File: src/rtl/case1_pkg.sv
// Shared types and defaults for the case1 response compactor.
// Holds the FSM state encoding, the cone vector payload and the MISR tap helper.
package case1_pkg;

  typedef enum logic [1:0] {
    S_IDLE,
    S_RUN,
    S_DONE
  } state_e;

  localparam int unsigned DEF_SIG_W = 16;
  localparam int unsigned TAP_W     = 3;
  localparam logic [15:0] DEF_POLY  = 16'h1021;
  localparam logic [15:0] DEF_SEED  = 16'h0000;

  typedef struct packed {
    logic x;
    logic y;
    logic z;
  } cone_vec_t;

  // x lands on bit2, z on bit0 of the injected taps
  function automatic logic [TAP_W-1:0] misr_taps(input cone_vec_t v);
    return {v.x, v.y, v.z};
  endfunction

endpackage

File: src/rtl/case1_misr.sv
// Multiple-input signature register with seed load and fold enable.
// Exposes the next-state value so the owner can compare the final signature early.
module case1_misr
  import case1_pkg::*;
#(
  parameter int unsigned      SIG_W = DEF_SIG_W,
  parameter logic [SIG_W-1:0] POLY  = SIG_W'(DEF_POLY),
  parameter logic [SIG_W-1:0] SEED  = SIG_W'(DEF_SEED)
) (
  input  logic             clk,
  input  logic             rst_n,
  input  logic             load,
  input  logic             en,
  input  logic [TAP_W-1:0] taps,
  output logic [SIG_W-1:0] sig,
  output logic [SIG_W-1:0] sig_nxt_c
);

  logic [SIG_W-1:0] fold_c;

  // Galois-style shift with polynomial feedback, then inject the cone taps
  always_comb begin
    fold_c    = {sig[SIG_W-2:0], 1'b0} ^ (sig[SIG_W-1] ? POLY : '0) ^ SIG_W'(taps);
    sig_nxt_c = sig;
    if (load) begin
      sig_nxt_c = SEED;
    end else if (en) begin
      sig_nxt_c = fold_c;
    end
  end

  always_ff @(posedge clk or negedge rst_n) begin
    if (!rst_n) begin
      sig <= SEED;
    end else begin
      sig <= sig_nxt_c;
    end
  end

endmodule

File: src/rtl/case1_sig_capture.sv
// Response compactor for the case1 cone: folds NUM_VEC accepted {x,y,z} vectors
// into a MISR signature and reports a registered pass/fail against exp_sig.
module case1_sig_capture
  import case1_pkg::*;
#(
  parameter int unsigned      SIG_W   = DEF_SIG_W,
  parameter logic [SIG_W-1:0] POLY    = SIG_W'(DEF_POLY),
  parameter logic [SIG_W-1:0] SEED    = SIG_W'(DEF_SEED),
  parameter int unsigned      NUM_VEC = 16,
  parameter int unsigned      CNT_W   = $clog2(NUM_VEC + 1)
) (
  input  logic             clk,
  input  logic             rst_n,
  input  logic             start,
  input  logic             in_valid,
  output logic             in_ready,
  input  logic             x,
  input  logic             y,
  input  logic             z,
  input  logic [SIG_W-1:0] exp_sig,
  output logic             busy,
  output logic             done,
  output logic [CNT_W-1:0] vec_cnt,
  output logic [SIG_W-1:0] sig_out,
  output logic             pass
);

  state_e           state_q;
  state_e           state_d;
  logic [CNT_W-1:0] cnt_q;
  logic [CNT_W-1:0] cnt_d;
  logic             load_c;
  logic             accept_c;
  logic             last_c;
  cone_vec_t        vec_c;
  logic [SIG_W-1:0] sig_nxt_c;

  always_comb begin
    vec_c   = '0;
    vec_c.x = x;
    vec_c.y = y;
    vec_c.z = z;
  end

  // Next-state and run control; start is only honoured outside RUN
  always_comb begin
    state_d  = state_q;
    cnt_d    = cnt_q;
    load_c   = 1'b0;
    accept_c = 1'b0;
    last_c   = 1'b0;
    unique case (state_q)
      S_IDLE, S_DONE: begin
        if (start) begin
          state_d = S_RUN;
          cnt_d   = '0;
          load_c  = 1'b1;
        end
      end
      S_RUN: begin
        if (in_valid && in_ready) begin
          accept_c = 1'b1;
          cnt_d    = cnt_q + CNT_W'(1);
          if (cnt_d == CNT_W'(NUM_VEC)) begin
            last_c  = 1'b1;
            state_d = S_DONE;
          end
        end
      end
      default: state_d = S_IDLE;
    endcase
  end

  // Status flags are registered from the next state so they align with it
  always_ff @(posedge clk or negedge rst_n) begin
    if (!rst_n) begin
      state_q  <= S_IDLE;
      cnt_q    <= '0;
      busy     <= 1'b0;
      in_ready <= 1'b0;
      done     <= 1'b0;
      pass     <= 1'b0;
    end else begin
      state_q  <= state_d;
      cnt_q    <= cnt_d;
      busy     <= (state_d == S_RUN);
      in_ready <= (state_d == S_RUN);
      done     <= (state_d == S_DONE);
      if (last_c) begin
        pass <= (sig_nxt_c == exp_sig);
      end else if (state_d != S_DONE) begin
        pass <= 1'b0;
      end
    end
  end

  assign vec_cnt = cnt_q;

  case1_misr #(
    .SIG_W (SIG_W),
    .POLY  (POLY),
    .SEED  (SEED)
  ) u_misr (
    .clk       (clk),
    .rst_n     (rst_n),
    .load      (load_c),
    .en        (accept_c),
    .taps      (misr_taps(vec_c)),
    .sig       (sig_out),
    .sig_nxt_c (sig_nxt_c)
  );

endmodule
File: config.mk
export PLATFORM = sky130hd
export DESIGN_NAME = case1_sig_capture
export DESIGN_NICKNAME = d
export VERILOG_FILES = /design/src/rtl/case1_pkg.sv /design/src/rtl/case1_misr.sv /design/src/rtl/case1_sig_capture.sv
export SDC_FILE = /design/constraint.sdc
export NUM_CORES = 1
export LEC_CHECK = 0
export ABC_CLOCK_PERIOD_IN_PS = 4000
export BUFFER_PORTS_ARGS = -buffer_cell sky130_fd_sc_hd__buf_2
export CORE_ASPECT_RATIO = 1.4
export CORE_MARGIN = 2
export CORE_UTILIZATION = 29
export CTS_BUF_LIST = sky130_fd_sc_hd__clkbuf_8
export DETAILED_ROUTE_END_ITERATION = 12
export GPL_TIMING_DRIVEN = 0
export PLACE_DENSITY = 0.57
export SETUP_SLACK_MARGIN = 0.4
export SLEW_MARGIN = 5
export SYNTH_ARGS = -nofsm -noshare
export SYNTH_HDL_FRONTEND = slang
export SYNTH_SLANG_ARGS = --single-unit
File: constraint.sdc
create_clock -name clk -period 4 [get_ports clk]
set_clock_uncertainty 0.05 [all_clocks]
set_input_delay 0.4 -clock clk [delete_from_list [all_inputs] [get_ports clk]]
set_output_delay 0.4 -clock clk [all_outputs]
set_load 0.02 [all_outputs]
==> impl_metrics.env <==
export IMPL_status="finished, final reports clean"
export IMPL_dp_hpwl_um=2590
export IMPL_post_layout_nonfiller_instances=251
export IMPL_cts_tree="yes"
export IMPL_worstSetupPathType="flip-flop to flip-flop"
export IMPL_clock_sink_total=26
export IMPL_post_layout_total_power_mw=1.05
export IMPL_die_h_um=85.0
export IMPL_yosysMostFrequentCell="nand2_1"
export IMPL_synth_net_count=162
export IMPL_final_util=0.380
export IMPL_final_nets=214
export IMPL_rsz_0062_raised_after_global_routing="no"
export IMPL_slew_headroom=0.607
export IMPL_total_leakage_power_nw=0.867
export IMPL_synth_enable_flop_cells=0
export IMPL_final_max_slew_violation_count=0
export IMPL_growth_of_design_area_from_synthesis_to_finish_pct=27.1
export IMPL_gr_usage_all_layers=0.131
export IMPL_grt_pass1_vias=1107
export IMPL_post_synth_cell_area_avg_um2=9.84
export IMPL_critPathLaunchType="flip-flop"
export IMPL_port_buffers=47
export IMPL_drt_first_pass_iters=4
export IMPL_worst_path_max_fanout=10
export IMPL_drt_iter0_drc=40
export IMPL_critPathCaptureType="flip-flop"
export IMPL_post_route_drc_count=0
export IMPL_post_synth_top_area_fraction=0.479
export IMPL_fin_setup_tns_ns=0
export IMPL_post_cts_repair_setup_buffers=0
export IMPL_synth_area_um2=1360
export IMPL_timing_fmax_ghz=0.512
export IMPL_row_count=29
export IMPL_avgViaCountPerCell=4.54
export IMPL_postSynthRegisterBits=26
export IMPL_top_level_ports=48
export IMPL_grt_first_pass_wirelength_um=5140
export IMPL_timing_final_crit_share=0.489
export IMPL_cp_arrival_ns=2.11
export IMPL_placedCellCount=247
export IMPL_synth_area_top_cells="dfrtp_1, xor2_1, nand2_1"
export IMPL_cts_root_buffer_cell="clkbuf_8"
export IMPL_synth_top_cells_by_count="nand2_1, dfrtp_1, xor2_1, nand3_1, xnor2_1"
export IMPL_period_minus_slack_ns=1.95
export IMPL_clk_insertion_delay_late_ns=0.27
export IMPL_pin_count_of_the_biggest_net_entering_global_routing=27
export IMPL_cap_violations=0
export IMPL_syn_inst=138
export IMPL_final_antenna_net_count=0
export IMPL_worst_ep_required_time_ns=4.15
export IMPL_number_of_distinct_library_cell_variants_in_the_gate_level_netlist_after_synthesis=27
export IMPL_drive_gt1_frac=0.349
export IMPL_totalWireLength_um=3220
export IMPL_ctsHoldBuffers=0
export IMPL_power_per_cell_area_nw_per_um2=610
export IMPL_start_util=0.299
export IMPL_clkSlewWorstSetupHoldPaths_ns=0.09
export IMPL_gpl_final_weighted_congestion=0.790
export IMPL_vdd_ir_drop_worst_v=0.000183
export IMPL_antenna_found_initial=0
export IMPL_core_area_um2=4540
export IMPL_numCtsBuffers=3
export IMPL_die_width_um=61.8
export IMPL_yosys_warnings=0
export IMPL_overflow=0
export IMPL_worstMarginPinSlew_ns=0.590
export IMPL_synth_yosys_seq_area_share=0.479
export IMPL_timing_final_hold_violations=0
export IMPL_ys_flop_type="dfrtp_1"
export IMPL_hp_class="input pin to asynchronous set/reset pin"
export IMPL_netlist_top_cell_by_area="dfrtp_1"
export IMPL_vias_after_detailed_routing=1140
export IMPL_fp_dieArea_um2=5250
export IMPL_fraction_of_registers_with_async_set_or_reset_after_synthesis=1.00
export IMPL_timing_final_setup_violations=0
export IMPL_ctsResizeCount=0
export IMPL_cts_htree_levels=1
export IMPL_buffer_depth_of_the_longest_clock_path=2
export IMPL_wl_per_cell_um=12.8
export IMPL_n_antenna_cell=0
## placed cells by master (no fill, tap or decap), drive strengths merged
cell type	count
xnor2	7
xor2	17
nand3b	1
nor3	1
o21ai	10
nand4	1
nand2	34
nand4b	1
or3b	1
nor2b	2
nor2	3
dfrtp	26
nand3	18
buf	52
nand2b	2
ha	1
a21oi	4
nor4	3
and4b	1
clkbuf	4
## worst paths after layout
check / from / end / slack [ns] / cells after the start
worst max register to register: state_q[0] / pass / 2.05 / 8
worst min register to register: pass / pass / 0.49 / 2
max in group asynchronous: rst_n / pass / 3.44 / 1
worst min-delay path: rst_n / u_misr.sig[3] / 0.07 / 1
worst max-delay path: state_q[0] / pass / 2.05 / 8
min in group clk: x / u_misr.sig[2] / 0.39 / 3
## logic make-up after synthesis
logic type	count (synthesis)	share of synthesized area
xor gates and xnor gates	24	0.155
DFF	26	0.479
AOI/OAI and AO/OA	14	0.0544
adders and majority gates	1	0.00922
and+or+nand+nor	68	0.271
buffers and inverters	5	0.0313
## layer usage
metal  track usage  wire length [um]  vias to the layer above
met5             0                 0                        -
met4        0.0464                43                        0
met3        0.0152               184                        4
met2         0.223              1700                       39
met1         0.165              1290                      534
li1              -                 -                      563
## registers in the layout (all words and copies together), names as in the netlist
| register | flops |
|---|---|
| u_misr.sig | 16 |
| vec_cnt | 5 |
| state_q | 2 |
| busy | 1 |
| done | 1 |
| pass | 1 |
## power breakdown
part	internal [mW]	leakage (nW)	switching, mW
combinational	0.171	0.500	0.275
clock	0.0880	0.0288	0.0826
sequential	0.345	0.338	0.0920
## metrics by stage
stage                     instance area [um^2]  hold WS (ns)  worst slack, ns
after floorplan                           1360        0.0544             2.27
after global placement                    1670         0.394             2.03
after detailed placement                  1670         0.389             2.03
after CTS                                 1730        0.0964             2.02
after global routing                      1730         0.118             1.87
final                                     1730        0.0746             2.05
## area by class of cell
type	instances	area, um^2
plain buffers	5	42.5
clock buffers	4	55.1
fillers	465	2810
multi-input cells	107	664
flip-flops and latches	26	651
well taps	62	77.6
repair buffers	47	235
## critical path, cell delays in order, from the launching register on
cell,delay [ns]
dfrtp_1,0.46
nand2b_2,0.29
buf_6,0.18
nand3_2,0.08
nand2_2,0.07
xor2_1,0.14
nor4_1,0.35
nand3_1,0.12
o21ai_1,0.14
Note: power is estimated with default switching activity, not from simulation.
